## config.mk

```make
export PLATFORM = sky130hd
export DESIGN_NAME = memory_burst
export DESIGN_NICKNAME = d
export VERILOG_FILES = /design/src/rtl/memory_burst.sv
export SDC_FILE = /design/constraint.sdc
export NUM_CORES = 1
export LEC_CHECK = 0
export ABC_AREA = 1
export CORE_MARGIN = 5
export CORE_UTILIZATION = 62
export DETAILED_ROUTE_END_ITERATION = 7
export DONT_BUFFER_PORTS = 1
export PLACE_DENSITY = 0.88
export SKIP_LAST_GASP = 1
export SLEW_MARGIN = 5
export SYNTH_ARGS = -nofsm -noshare
export SYNTH_HDL_FRONTEND = slang
export SYNTH_SLANG_ARGS = --single-unit
```

## constraint.sdc

```tcl
create_clock -name clk_i -period 3.05 [get_ports clk_i]
set_clock_uncertainty 0.2 [all_clocks]
set_input_delay 0.61 -clock clk_i [delete_from_list [all_inputs] [get_ports clk_i]]
set_output_delay 0.61 -clock clk_i [all_outputs]
set_load 0.02 [all_outputs]
```

## src/rtl/memory_burst.sv

```systemverilog
// Burst memory: request, write-data and read-data channels with byte strobes,
// address wrap/range checking and a one-cycle completion/error response.
module memory_burst #(
    parameter int unsigned MEMORY_WIDTH  = 32,
    parameter int unsigned MEMORY_DEPTH  = 16,
    parameter int unsigned ADDRESS_WIDTH = $clog2(MEMORY_DEPTH),
    parameter int unsigned MAX_BURST     = 8,
    parameter int unsigned LEN_WIDTH     = $clog2(MAX_BURST),
    parameter int unsigned WRAP_EN       = 1
) (
    input  logic                      clk_i,
    input  logic                      rst_i,
    input  logic                      valid_i,
    output logic                      ready_o,
    input  logic                      wr_rd_i,
    input  logic [ADDRESS_WIDTH-1:0]  addr_i,
    input  logic [LEN_WIDTH-1:0]      len_i,
    input  logic                      wvalid_i,
    output logic                      wready_o,
    input  logic [MEMORY_WIDTH-1:0]   wdata_i,
    input  logic [MEMORY_WIDTH/8-1:0] wstrb_i,
    output logic                      rvalid_o,
    input  logic                      rready_i,
    output logic [MEMORY_WIDTH-1:0]   rdata_o,
    output logic                      rlast_o,
    output logic                      done_o,
    output logic                      err_o
);
    localparam int unsigned STRB_WIDTH = MEMORY_WIDTH / 8;
    localparam int unsigned CUR_WIDTH  = ADDRESS_WIDTH + 1;
    localparam int unsigned LEN_EXT    = LEN_WIDTH + 1;

    typedef enum logic [2:0] {
        S_IDLE,
        S_WRITE,
        S_READ_LOAD,
        S_READ,
        S_RESP
    } state_t;

    state_t r_state;
    state_t w_next;

    logic [MEMORY_WIDTH-1:0] mem [MEMORY_DEPTH];

    logic [CUR_WIDTH-1:0]    r_addr;
    logic [LEN_WIDTH-1:0]    r_left;
    logic                    r_err;
    logic                    r_rvalid;
    logic                    r_rlast;
    logic [MEMORY_WIDTH-1:0] r_rdata;

    logic                    w_ready;
    logic                    w_wready;
    logic                    w_done;
    logic                    w_req_hs;
    logic                    w_wr_hs;
    logic                    w_rd_hs;
    logic                    w_in_range;
    logic                    w_last;
    logic [CUR_WIDTH-1:0]    w_addr_next;
    logic [LEN_WIDTH-1:0]    w_len_clamped;
    logic [MEMORY_WIDTH-1:0] w_rd_word;

    // Handshakes, address advance and range check for the current beat.
    always_comb begin
        w_ready       = (r_state == S_IDLE) && !rst_i;
        w_wready      = (r_state == S_WRITE) && !rst_i;
        w_done        = (r_state == S_RESP);
        w_req_hs      = valid_i && w_ready;
        w_wr_hs       = wvalid_i && w_wready;
        w_rd_hs       = (r_state == S_READ) && r_rvalid && rready_i;
        w_in_range    = r_addr < CUR_WIDTH'(MEMORY_DEPTH);
        w_last        = (r_left == '0);
        w_len_clamped = len_i;
        if ({1'b0, len_i} >= LEN_EXT'(MAX_BURST)) begin
            w_len_clamped = LEN_WIDTH'(MAX_BURST - 1);
        end
        if (WRAP_EN != 0) begin
            w_addr_next = (r_addr == CUR_WIDTH'(MEMORY_DEPTH - 1)) ? '0 : r_addr + CUR_WIDTH'(1);
        end else begin
            w_addr_next = r_addr + CUR_WIDTH'(1);
        end
        w_rd_word = '0;
        if (w_in_range) begin
            w_rd_word = mem[r_addr[ADDRESS_WIDTH-1:0]];
        end
    end

    // Next-state logic.
    always_comb begin
        w_next = r_state;
        unique case (r_state)
            S_IDLE:      if (w_req_hs) w_next = wr_rd_i ? S_WRITE : S_READ_LOAD;
            S_WRITE:     if (w_wr_hs && w_last) w_next = S_RESP;
            S_READ_LOAD: w_next = S_READ;
            S_READ:      if (w_rd_hs && r_rlast) w_next = S_RESP;
            S_RESP:      w_next = S_IDLE;
            default:     w_next = S_IDLE;
        endcase
    end

    always_ff @(posedge clk_i) begin
        if (rst_i) begin
            r_state <= S_IDLE;
        end else begin
            r_state <= w_next;
        end
    end

    // Burst bookkeeping and the read-data register; a read handshake on a
    // non-final beat reloads in the same cycle for one beat per clock.
    always_ff @(posedge clk_i) begin
        if (rst_i) begin
            r_addr   <= '0;
            r_left   <= '0;
            r_err    <= 1'b0;
            r_rvalid <= 1'b0;
            r_rlast  <= 1'b0;
            r_rdata  <= '0;
        end else begin
            if (w_req_hs) begin
                r_addr <= {1'b0, addr_i};
                r_left <= w_len_clamped;
                r_err  <= 1'b0;
            end
            if (w_wr_hs) begin
                r_addr <= w_addr_next;
                if (!w_last) r_left <= r_left - LEN_WIDTH'(1);
                if (!w_in_range) r_err <= 1'b1;
            end
            if ((r_state == S_READ_LOAD) || (w_rd_hs && !r_rlast)) begin
                r_rdata  <= w_rd_word;
                r_rvalid <= 1'b1;
                r_rlast  <= w_last;
                r_addr   <= w_addr_next;
                if (!w_last) r_left <= r_left - LEN_WIDTH'(1);
                if (!w_in_range) r_err <= 1'b1;
            end else if (w_rd_hs) begin
                r_rvalid <= 1'b0;
                r_rlast  <= 1'b0;
            end
        end
    end

    // Strobed write port; contents survive reset.
    always_ff @(posedge clk_i) begin
        if (w_wr_hs && w_in_range) begin
            for (int k = 0; k < STRB_WIDTH; k++) begin
                if (wstrb_i[k]) begin
                    mem[r_addr[ADDRESS_WIDTH-1:0]][8*k +: 8] <= wdata_i[8*k +: 8];
                end
            end
        end
    end

    assign ready_o  = w_ready;
    assign wready_o = w_wready;
    assign rvalid_o = r_rvalid;
    assign rdata_o  = r_rdata;
    assign rlast_o  = r_rlast;
    assign done_o   = w_done;
    assign err_o    = w_done && r_err;

endmodule

```

==> results_tabular.tex <==
\begin{tabular}{lr}
\hline
Metric & Value \\
\hline
\multicolumn{2}{l}{\textbf{Worst setup path}} \\
Data arrival time of the critical path & 2.68 ns \\
Register-to-Register Setup Slack & 0.38 ns \\
Cell repeated most along the worst path & sky130\_fd\_sc\_hd\_\_nand2\_2 \\
Required time of the critical path & 3.06 ns \\
Worst path max stage delay & 0.65 ns \\
Worst r2r path cells & 7 \\
Worst setup path category & flop to flop \\
Critical Path, Cell by Cell & inv\_1 > nand2\_2 > nor3\_2 > nand2\_2 > nor2\_4 > nand2\_2 > nor2\_1 \\
Kind of end point of the critical path & flop \\
Worst path slowest cell & sky130\_fd\_sc\_hd\_\_nor2\_1 \\
Crit path max-delay family & simple AND/OR/NAND/NOR gates \\
Worst reg2reg path endpoint & mem[7][6] \\
Maximum net fanout on the critical path & 16 \\
Crit path buf inv count & 1 \\
Launching point of the worst reg2reg path & r\_state[2] \\
CP Launch Type & flop \\
\multicolumn{2}{l}{\textbf{GRT}} \\
Met2 usage & 0.4750 \\
GRT Total Usage & 0.2928 \\
Met3 track utilization from global routing & 0.07526 \\
Maximum number of pins on one net before global-route repair & 257 \\
Remaining Overflow, GRT & 0 \\
Number of antenna violations at the first check in global routing & 4 \\
First-pass GRT wire length & 98060 um \\
Vias in the first global route & 17.14k \\
Most congested layer reported by global routing & met2 \\
Met1 capacity usage during global routing & 0.3769 \\
\multicolumn{2}{l}{\textbf{Floorplan}} \\
Die Height & 207.7 um \\
Floorplan row count & 72 \\
I/O Pins & 87 \\
Core region area & 38650 sq um \\
DIE AREA & 43150 sq um \\
Overall die width & 207.7 um \\
Effective utilization at floorplan & 0.6273 \\
\multicolumn{2}{l}{\textbf{Timing}} \\
Final max-slew violation count & 0 \\
Total of endpoints with negative setup slack in the final report & 0 \\
Number of failing hold endpoints at the final stage & 0 \\
Clock period minus final worst setup slack & 2.674 ns \\
Slew HR & 0.1980 \\
Setup TNS Final & 0 ns \\
Fmax achieved & 373.9 MHz \\
Setup repair after global routing missed its margin & no \\
PnR worst setup slack & 0.3757 ns \\
Final hold slack & 0.02894 ns \\
Period Utilization, post-route & 0.8768 \\
Worst-Margin Slew & 1.203 ns \\
\multicolumn{2}{l}{\textbf{CTS}} \\
Post-CTS Setup Bufs & 0 \\
Register clock-pin slew on the reported worst setup and hold paths & 0.06 ns \\
Worst-skew pair later-pin latency & 0.59 ns \\
Number of gates resized after CTS & 0 \\
H-tree level count & 2 \\
Clock tree sinks & 562 \\
Number of clock buffers inserted by TritonCTS & 53 \\
Clk Tree Root Cell & sky130\_fd\_sc\_hd\_\_clkbuf\_16 \\
Longest Clk Path Bufs & 3 \\
TritonCTS clock tree & yes \\
Number of buffers inserted by hold repair at cts & 33 \\
\multicolumn{2}{l}{\textbf{Min path}} \\
Hold Crit Class & primary input to flop \\
Worst Hold Path EP & r\_state[0] \\
Hold wc startpoint & rst\_i \\
Hold-critical path depth & 3 \\
\multicolumn{2}{l}{\textbf{Run status}} \\
Run status & finished, final reports clean \\
\multicolumn{2}{l}{\textbf{Synthesis}} \\
Post-Syn Area per Cell & 9.947 sq um \\
Register bit count reported by yosys & 562 \\
Synth warnings & 0 \\
Number of distinct library cell variants in the gate-level netlist after synthesis & 29 \\
Synthesized area & 24240 sq um \\
Sequential fraction of the synthesis area & 0.6755 \\
Synthesized netlist net count & 2492 \\
Number of cells produced by synthesis & 2437 \\
\multicolumn{2}{l}{\textbf{Drt}} \\
Average routed wire per standard cell & 21.44 um \\
Final WL & 64240 um \\
Number of vias in the routed layout & 17.64k \\
First-pass iteration count of the detailed router & 7 \\
Via density per instance & 5.888 \\
Iteration-0 DRC Markers & 2551 \\
Number of remaining DRC errors & 0 \\
Antenna-violating nets left & 0 \\
\multicolumn{2}{l}{\textbf{Placed design}} \\
Global placement routability congestion & 0.9535 \\
DP Area & 24630 sq um \\
Detailed placement HPWL & 37440 um \\
Setup Slack @ Placement & 0.2984 ns \\
Placed Cells incl. Taps & 2862 \\
Number of buffers added on ports & 0 \\
\multicolumn{2}{l}{\textbf{Finish}} \\
Most common cell after layout, fill and taps aside & sky130\_fd\_sc\_hd\_\_nand2\_1 \\
Final cell area excluding filler cells & 26820 sq um \\
Commonest non-fill, non-tap cells in the layout & sky130\_fd\_sc\_hd\_\_nand2\_1 (788), sky130\_fd\_sc\_hd\_\_edfxtp\_1 (512), sky130\_fd\_sc\_hd\_\_inv\_1 (406) \\
Relative area change from synthesis to final layout & 10.62\% \\
Post-layout nets & 2487 \\
Filler-free cell count of the finished design & 2996 \\
Final standard cell utilization of the core & 0.6939 \\
Proportion of layout cells with a drive suffix above 1 & 0.05697 \\
\multicolumn{2}{l}{\textbf{Power and ir drop}} \\
NetSw & 7.348 mW \\
Clock network fraction of design power & 0.322 \\
Switching share of total power & 0.3391 \\
Power Dens Cells & 808.0 nW/um\^{}2 \\
Proportion of power drawn by combinational gates & 0.265 \\
Leakage Power & 11.17 nW \\
Cell-internal power & 14.32 mW \\
VDD IR max & 529.6 uV \\
Sequential group share of total power & 0.413 \\
Overall power of the completed layout & 21.67 mW \\
\multicolumn{2}{l}{\textbf{Flow run}} \\
Count of maximum capacitance violations & 0 \\
\hline
\end{tabular}
==> flip-flops by register name (all words and copies together), names as in the netlist, named ones only <==
register / flops
r_state: 3
rlast_o: 1
mem: 512
r_addr: 5
rdata_o: 32
rvalid_o: 1
r_err: 1
r_left: 3
==> tightest hold or removal path, cell delays in order <==
cell                      delay [ns]
sky130_fd_sc_hd__nor2_1         0.03
sky130_fd_sc_hd__o21ai_0        0.07
sky130_fd_sc_hd__inv_1          0.05
==> cells by family after synthesis <==
| family | after synthesis | share of synthesized area |
|---|---|---|
| xor gates and xnor gates | 2 | 0.0007227 |
| adders and majority gates | 6 | 0.003097 |
| buffers and inverters | 533 | 0.08702 |
| and+or+nand+nor | 1287 | 0.2237 |
| DFF | 562 | 0.6755 |
| AOI/OAI and AO/OA | 47 | 0.009961 |
==> routing by layer <==
metal	share of wire	wire length [um]	up-vias
met1	0.35	22220	8130
met4	0.053	3395	4
li1	-	-	7843
met3	0.13	8572	283
met2	0.47	30030	1380
met5	0.00045	29	-
==> worst max path at each step <==
| stage | startpoint | end | cells after the start |
|---|---|---|---|
| floorplan | rst_i | mem[12][0] | 7 |
| global placement | rst_i | mem[11][30] | 5 |
| detailed placement | rst_i | mem[0][24] | 5 |
| CTS | r_state[2] | mem[0][31] | 7 |
| global route | r_state[2] | mem[7][0] | 7 |
| finish | r_state[2] | mem[7][6] | 7 |
==> cell type report <==
| class | count | area [sq um] |
|---|---|---|
| flip-flops and latches | 562 | 16380 |
| well taps | 518 | 648.1 |
| multi-input cells | 1342 | 5757 |
| fillers | 2504 | 11830 |
| inverters | 411 | 1550 |
| repair buffers | 62 | 633.1 |
| clock buffers | 60 | 1353 |
| clock inverters | 38 | 484.2 |
| diodes | 3 | 7.507 |
==> synthesized netlist by cell type (all sizes together) <==
cell type,n,share of area
a21oi,40,0.0083
buf,88,0.018
clkbuf,34,0.0053
dfxtp,50,0.041
edfxtp,512,0.63
ha,6,0.0031
inv,411,0.064
nand2,795,0.12
nand3,401,0.083
nand4,1,0.00026
nor2,84,0.015
nor3,4,0.0015
nor4,1,0.00026
o21a,1,0.00031
o21ai,5,0.0010
o32ai,1,0.00036
or2,1,0.00026
xnor2,2,0.00072
==> power by group through the flow <==
| stage | clock [mW] | sequential, mW | combinational, mW |
|---|---|---|---|
| CTS | 6.98 | 8.94 | 5.54 |
| finish | 6.98 | 8.94 | 5.75 |
| detailed placement | 0 | 9.10 | 5.25 |
| global route | 7.34 | 8.96 | 6.22 |
| floorplan | 0 | 8.96 | 3.96 |
| global placement | 0 | 9.09 | 5.12 |
Note: power is estimated with default switching activity, not from simulation.
